--- src/rtl/pp_accumulator.sv ---
// Shift-and-add reducer for an N*N AND-array partial-product vector.
// It adds one row per cycle and holds the 2N-bit product under a valid/ready handshake.
module pp_accumulator #(
    parameter int N = 4
) (
    input  logic           clk,
    input  logic           rst_n,
    input  logic [N*N-1:0] pp_in,
    input  logic           in_valid,
    output logic           in_ready,
    output logic [2*N-1:0] product,
    output logic           out_valid,
    input  logic           out_ready,
    output logic           busy
);

    localparam int CW = (N > 1) ? $clog2(N) : 1;

    typedef enum logic [1:0] {
        IDLE  = 2'd0,
        ACCUM = 2'd1,
        DONE  = 2'd2
    } state_t;

    state_t           state_r;
    state_t           state_next_s;
    logic [N*N-1:0]   pp_r;
    logic [CW-1:0]    cnt_r;
    logic [2*N-1:0]   acc_r;
    logic [2*N-1:0]   product_r;
    logic             out_valid_r;
    logic             busy_r;
    logic [2*N-1:0]   row_term_s;
    logic [2*N-1:0]   acc_sum_s;
    logic             last_row_s;

    // Row weight equals its A-bit index, so the shift amount is the row counter.
    assign row_term_s = {{N{1'b0}}, pp_r[cnt_r*N +: N]} << cnt_r;
    assign acc_sum_s  = acc_r + row_term_s;
    assign last_row_s = (cnt_r == CW'(N - 1));

    assign in_ready  = (state_r == IDLE);
    assign product   = product_r;
    assign out_valid = out_valid_r;
    assign busy      = busy_r;

    // Next-state decode.
    always_comb begin
        state_next_s = state_r;
        case (state_r)
            IDLE: begin
                if (in_valid) state_next_s = ACCUM;
                else          state_next_s = IDLE;
            end
            ACCUM: begin
                if (last_row_s) state_next_s = DONE;
                else            state_next_s = ACCUM;
            end
            DONE: begin
                if (out_ready) state_next_s = IDLE;
                else           state_next_s = DONE;
            end
            default: state_next_s = IDLE;
        endcase
    end

    // State register.
    always_ff @(posedge clk or negedge rst_n) begin
        if (!rst_n) state_r <= IDLE;
        else        state_r <= state_next_s;
    end

    // Capture, accumulate and result hold; the final row's sum goes straight to product.
    always_ff @(posedge clk or negedge rst_n) begin
        if (!rst_n) begin
            pp_r        <= '0;
            cnt_r       <= '0;
            acc_r       <= '0;
            product_r   <= '0;
            out_valid_r <= 1'b0;
            busy_r      <= 1'b0;
        end else begin
            busy_r <= (state_next_s != IDLE);
            case (state_r)
                IDLE: begin
                    if (in_valid) begin
                        pp_r  <= pp_in;
                        acc_r <= '0;
                        cnt_r <= '0;
                    end
                end
                ACCUM: begin
                    acc_r <= acc_sum_s;
                    if (last_row_s) begin
                        product_r   <= acc_sum_s;
                        out_valid_r <= 1'b1;
                    end else begin
                        cnt_r <= cnt_r + CW'(1);
                    end
                end
                DONE: begin
                    if (out_ready) out_valid_r <= 1'b0;
                end
                default: begin
                    out_valid_r <= 1'b0;
                end
            endcase
        end
    end

endmodule

--- config.mk ---
export PLATFORM = sky130hd
export DESIGN_NAME = pp_accumulator
export DESIGN_NICKNAME = d
export VERILOG_FILES = /design/src/rtl/pp_accumulator.sv
export SDC_FILE = /design/constraint.sdc
export NUM_CORES = 1
export LEC_CHECK = 0
export BUFFER_PORTS_ARGS = -buffer_cell sky130_fd_sc_hd__clkbuf_2
export CORE_UTILIZATION = 30
export DETAILED_ROUTE_END_ITERATION = 7
export GPL_TIMING_DRIVEN = 0
export PLACE_DENSITY = 0.48
export SYNTH_ARGS = -nofsm -noshare
export SYNTH_HDL_FRONTEND = slang
export SYNTH_SLANG_ARGS = --single-unit
--- constraint.sdc ---
create_clock -name clk -period 2.9 [get_ports clk]
set_input_delay 0.58 -clock clk [delete_from_list [all_inputs] [get_ports clk]]
set_output_delay 0.58 -clock clk [all_outputs]
set_load 0.05 [all_outputs]
# --- Word-level counts from Yosys, hierarchy flattened ---
# Cells that the tools add are included.
word_totals:
  reg_bits: 38
  inputBits: 20
  out_inout_bits: 11
  word_cells: 39
classes:
  add_sub_neg: 2
  n_eq_ne: 7
  shift: 2
  n_mux: 12
  bitwise_logic: 1
  reduce_logical: 8
ops:
  columns: ["cell", "n"]
  rows:
  - ["one-hot mux 8 bit (2 select lines)", 1]
  - ["indexed part select 16 x 5 -> 4 bit", 1]
  - ["adder 8 bit", 1]
  - ["2-to-1 mux 2 bit", 4]
  - ["2-to-1 mux 8 bit", 1]
  - ["inequality test 2 bit, second input constant", 4]
  - ["<< shifter 4 x 2 -> 8 bit", 1]
  - ["one-hot mux 2 bit (3 select lines)", 1]
  - ["AND reduction 2 bit", 3]
  - ["AND reduction 3 bit", 2]
  - ["equality test 2 bit, second input constant", 2]
  - ["one-hot mux 2 bit (2 select lines)", 1]
  - ["nonzero test 2 bit", 2]
  - ["2-to-1 mux 1 bit", 3]
  - ["one-hot mux 1 bit (3 select lines)", 1]
  - ["adder 2 x 1 -> 2 bit, second input constant", 1]
  - ["equality test 2 x 1 -> 1 bit, second input constant", 1]
  - ["zero test 2 bit", 1]
  - ["inverter 1 bit", 1]

# --- Logic depth before layout (Yosys ltp) ---
logic_depth:
  depth_word: 4
  mapped_depth: 10
  depth_no_buf: 9

# --- Worst setup path after synthesis ---
# OpenSTA, ideal clock, no wires.
synth_timing:
  kind: "reg2reg"
  start: "register cnt_r[0]"
  end: "register acc_r[6]"
  setup_ns: 0.095
  arrival_ns: 2.180
  required_ns: 2.805
  slack_ns: 0.625
  stages_incl_launch_ff: 9
  n_path_buf: 1
  period_less_slack_ns: 2.275
  path_cell_list: "dfrtp_1 buf_2 mux4_2 ha_1 o21a_1 o31a_1 o21a_1 o21a_1 o31ai_1"
synth_via:
  elab_chain_len: 4
synth_rtl:
  columns: ["item", "line", "rtl"]
  rows:
  - ["from (decl)", "28", "logic [CW-1:0] cnt_r;"]
  - ["from (signal assigned)", "98", "cnt_r <= cnt_r + CW'(1);"]
  - ["indexed part select 16 x 5 -> 4 bit", "38", "assign row_term_s = {{N{1'b0}}, pp_r[cnt_r*N +: N]} << cnt_r;"]
  - ["<< shifter 4 x 2 -> 8 bit (*)", "38", null]
  - ["adder 8 bit (*)", "39", "assign acc_sum_s = acc_r + row_term_s;"]
  - ["one-hot mux 8 bit (2 select lines) (*)", "84", "case (state_r)"]
  - ["to (signal assigned)", "93", "acc_r <= acc_sum_s;"]
  - ["to (decl)", "29", "logic [2*N-1:0] acc_r;"]
# Mark *: on every way between the ends. The rest lies on a longest branch, timed or not.
# A chain may end at the register's enable or synchronous reset.

# --- Worst setup path after layout ---
layout_timing:
  start: "register cnt_r[1]"
  end: "register product_r[6] (netlist: product[6])"
layout_via:
  elab_chain_len: 3
  elab_cells_between_ends: 5
  classes_between: "1 x add/sub; 1 x eq/ne; 2 x shift; 1 x reduce/logical"
layout_rtl:
  columns: ["item", "line", "rtl"]
  rows:
  - ["indexed part select 16 x 5 -> 4 bit", "38", null]
  - ["<< shifter 4 x 2 -> 8 bit", "38", null]
  - ["adder 8 bit", "39", null]
  - ["to (signal assigned)", "95", "product_r <= acc_sum_s;"]
  - ["to (decl)", "30", "logic [2*N-1:0] product_r;"]
# Several ways; a longest one is shown, not always the timed one.

==> results.md <==
* Outcome: finished, final reports clean
* Global routing usage on met3 at 3.41%
* R2r setup slk at between 0.3 and 0.4 ns
* Unrepaired setup endpoints after global routing: no
* Core area at ~5900 um2
* Worst Tran Pin Value at 0.958 ns
* Clk slew on worst S/H paths at 0.08 ns
* Die boundary width at 80.5 um
* Total negative slack at 0 ns
* Area contributors post-synth: dfrtp_1 51%, nand2_1 14%, ha_1 5.4%
* Period utilisation layout at between 80% and 90%
* R2r startpoint: cnt_r[1]
* Tmin final at between 2 and 3 ns
* DR iter-0 viols at 50
* WHS at roughly 0.43 ns
* CP Max Fanout at 10
* Critical path startpoint category: flip-flop
* Mapped cell area at 1850 um2
* Yosys top cell area share at between 50% and 60%
* Crit path max-delay cell type: fa_1
* Post-synth EDFFs at 0
* Post-Syn Instances at ~200
* Post-CTS Hold Buffers at 0
* CTS tree: yes
* Cts repair resizes at 0
* Critical Path RT at 3.10 ns
* Crit-path cells: clkbuf_1, nor3b_1, ha_1, inv_1, fa_1, nor2b_4, o31a_1, o21a_1, nor3_1, o31ai_1
* Detail Route Antenna Nets at 0
* Synth unique cells at 33
* Number of max-slew violations in the final report at 0
* Diode count at 0
* I/O Buffers at 30
* Num Clock Sinks at 38
* I/O pin total at 31
* First-pass GRT wire length at 6.62 mm
* Syn-to-layout area delta at 19.1%
* CP max stage delay at approximately 0.44 ns
* DP Wirelength at 2.84 mm
* First-pass DRT Iterations at 4
* Worst-Skew Late Latency at 0.29 ns
* Via count at 1,403
* Clock root cell: clkbuf_8
* Worst setup EP type: flip-flop
* Post-CTS Setup Bufs at 0
* Arrival time worst endpoint at 2.75 ns
* Kind of critical path: reg2reg
* Vias/cell at approximately 4.5
* WL final at just under 4 mm
* CTS Buf Count at 5
* GR Util met1 at 18.9%
* Initial core utilization at 31.2%
* Fmax at 0.391 GHz
* Avg WL per Cell at 12.5 um
* Slew margin rel. at 36.1%
* GRT overflow at 0
* Vert. Die Dim at 80.5 um
* DRC violations left at 0
* Seq/Total Area, Yosys at 51.5%
* R2R depth at 10
* Most congested layer reported by global routing: met2
* H-tree depth at 2
* Leakage Power at 1.12 nW
* Peak supply drop at 384 uV
* Clock Skew at 0.00427 ns
* Post-synth net total at around 230
* Tightest Hold Check Type: in2async
* Largest net degree at the start of global routing at 39
* FF+latch count, synth at 38
* Yosys top cell by area: dfrtp_1
* Vias in the first global route at 1,349
* Final setup vio count at 0
* Fin. Hold Viols at 0
* GRT Util Overall at 13.8%
* Pwr dens at 1270 nW/um2
* Reg2reg end: product[6]
* Final net count at 264
* Area of the die at approximately 6500 um2
* Max Buffers Root-to-Sink at 2
* RePlAce Congestion at 0.786
* Max Cap Viol at 0
* Fraction of layout cells with a size suffix above 1 at approximately a fifth
* Top_reg_cell synth: dfrtp_1
* Asr flop ratio synth at 100%
* GRT met2 Usage at 21.0%
* Cell Area, Placed at 2090 um2
* Synth warnings at 0
* Syn Area/Cell at 9.33 um2
* Row cnt at 28
* Initial antenna violation count at 0
* Post-Layout Inst Area at 2200 um2
[worst max path at each step]
stage,startpoint,endpoint,depth (start not counted)
after floorplan,cnt_r[0],acc_r[6],8
after global placement,cnt_r[1],acc_r[6],10
after detailed placement,cnt_r[1],acc_r[6],10
after CTS,cnt_r[1],product[6],10
after global routing,cnt_r[1],product[6],10
final,cnt_r[1],product[6],10
[worst max-delay path, delay by kind of cell (launching register included)]
kind | cells | cell delay, ns
simple gates | 3 | 0.58
compound gates | 3 | 0.49
fa+ha+maj | 2 | 0.72
flops | 1 | 0.39
buf+inv | 2 | 0.30
[placed cells by master, fill, tap and decap left out, drive strengths merged, types with 2 or more instances in the layout]
cell type / netlist / layout
nand2: 67 / 67
clkbuf: 4 / 39
dfrtp: 38 / 38
o21ai: 17 / 17
nor2: 8 / 8
ha: 8 / 8
nand3: 7 / 7
a21oi: 6 / 6
buf: 4 / 4
inv: 4 / 4
mux2: 4 / 4
xor2: 4 / 4
mux2i: 3 / 3
o21a: 3 / 3
nor2b: 3 / 3
o31ai: 2 / 2
clkinv: 0 / 2
[layout make-up]
cell class	instances	area, um2
clock inverter	3	40.0
buffer	8	35.0
inverter	4	15.0
tap	75	93.8
timing repair buffer	30	150
clock buffer	5	68.8
multi-input combinational	148	847
fill	631	3720
sequential	38	951
[kinds of logic (layout without fill, tap and decap cells)]
group,after synthesis,count (layout),synth area share (%)
AO/OA/AOI/OAI,35,35,11.2
adder cells (fa/ha/maj),9,9,6.50
buffers and inverters,12,50,2.71
multiplexers,8,8,5.28
AND/OR/NAND/NOR,92,92,21.0
XOR/XNOR,4,4,1.90
flip-flops,38,38,51.5
[per-stage QoR]
stage	total power, mW	setup slack [ns]	cells	utilization [%]
global route	3.07	0.184	311	37.2
detailed placement	2.38	0.347	303	35.3
CTS	2.84	0.330	311	37.2
floorplan	2.02	0.625	198	-
finish	2.79	0.341	311	37.2
global placement	2.37	0.363	303	35.3
[state kept, by name (all words and copies together) (netlist names)]
| signal | cells |
|---|---|
| acc_r | 8 |
| busy | 1 |
| cnt_r | 2 |
| out_valid | 1 |
| pp_r | 16 |
| product | 8 |
| state_r | 2 |
[where the power goes]
| group | internal, mW | leakage [nW] | switching, mW | total (mW) |
|---|---|---|---|---|
| sequential | 0.776 | 0.475 | 0.128 | 0.904 |
| clock | 0.253 | 0.0579 | 0.191 | 0.444 |
| combinational | 0.514 | 0.587 | 0.932 | 1.45 |
[cell usage after synthesis (2+ instances only)]
library cell,instances
a21oi_1,6
buf_2,4
clkbuf_1,4
dfrtp_1,38
ha_1,8
inv_1,4
mux2_2,4
mux2i_1,3
nand2_1,67
nand3_1,7
nor2_1,8
nor2b_1,2
o21a_1,3
o21ai_0,17
o31ai_1,2
xor2_1,4
[per-layer routing]
layer / wire length (um) / vias up
met4: 63 / 0
li1: - / 734
met1: 1960 / 637
met5: 0 / -
met3: 155 / 6
met2: 1720 / 26
No activity file was read; power rests on OpenSTA's default activity.
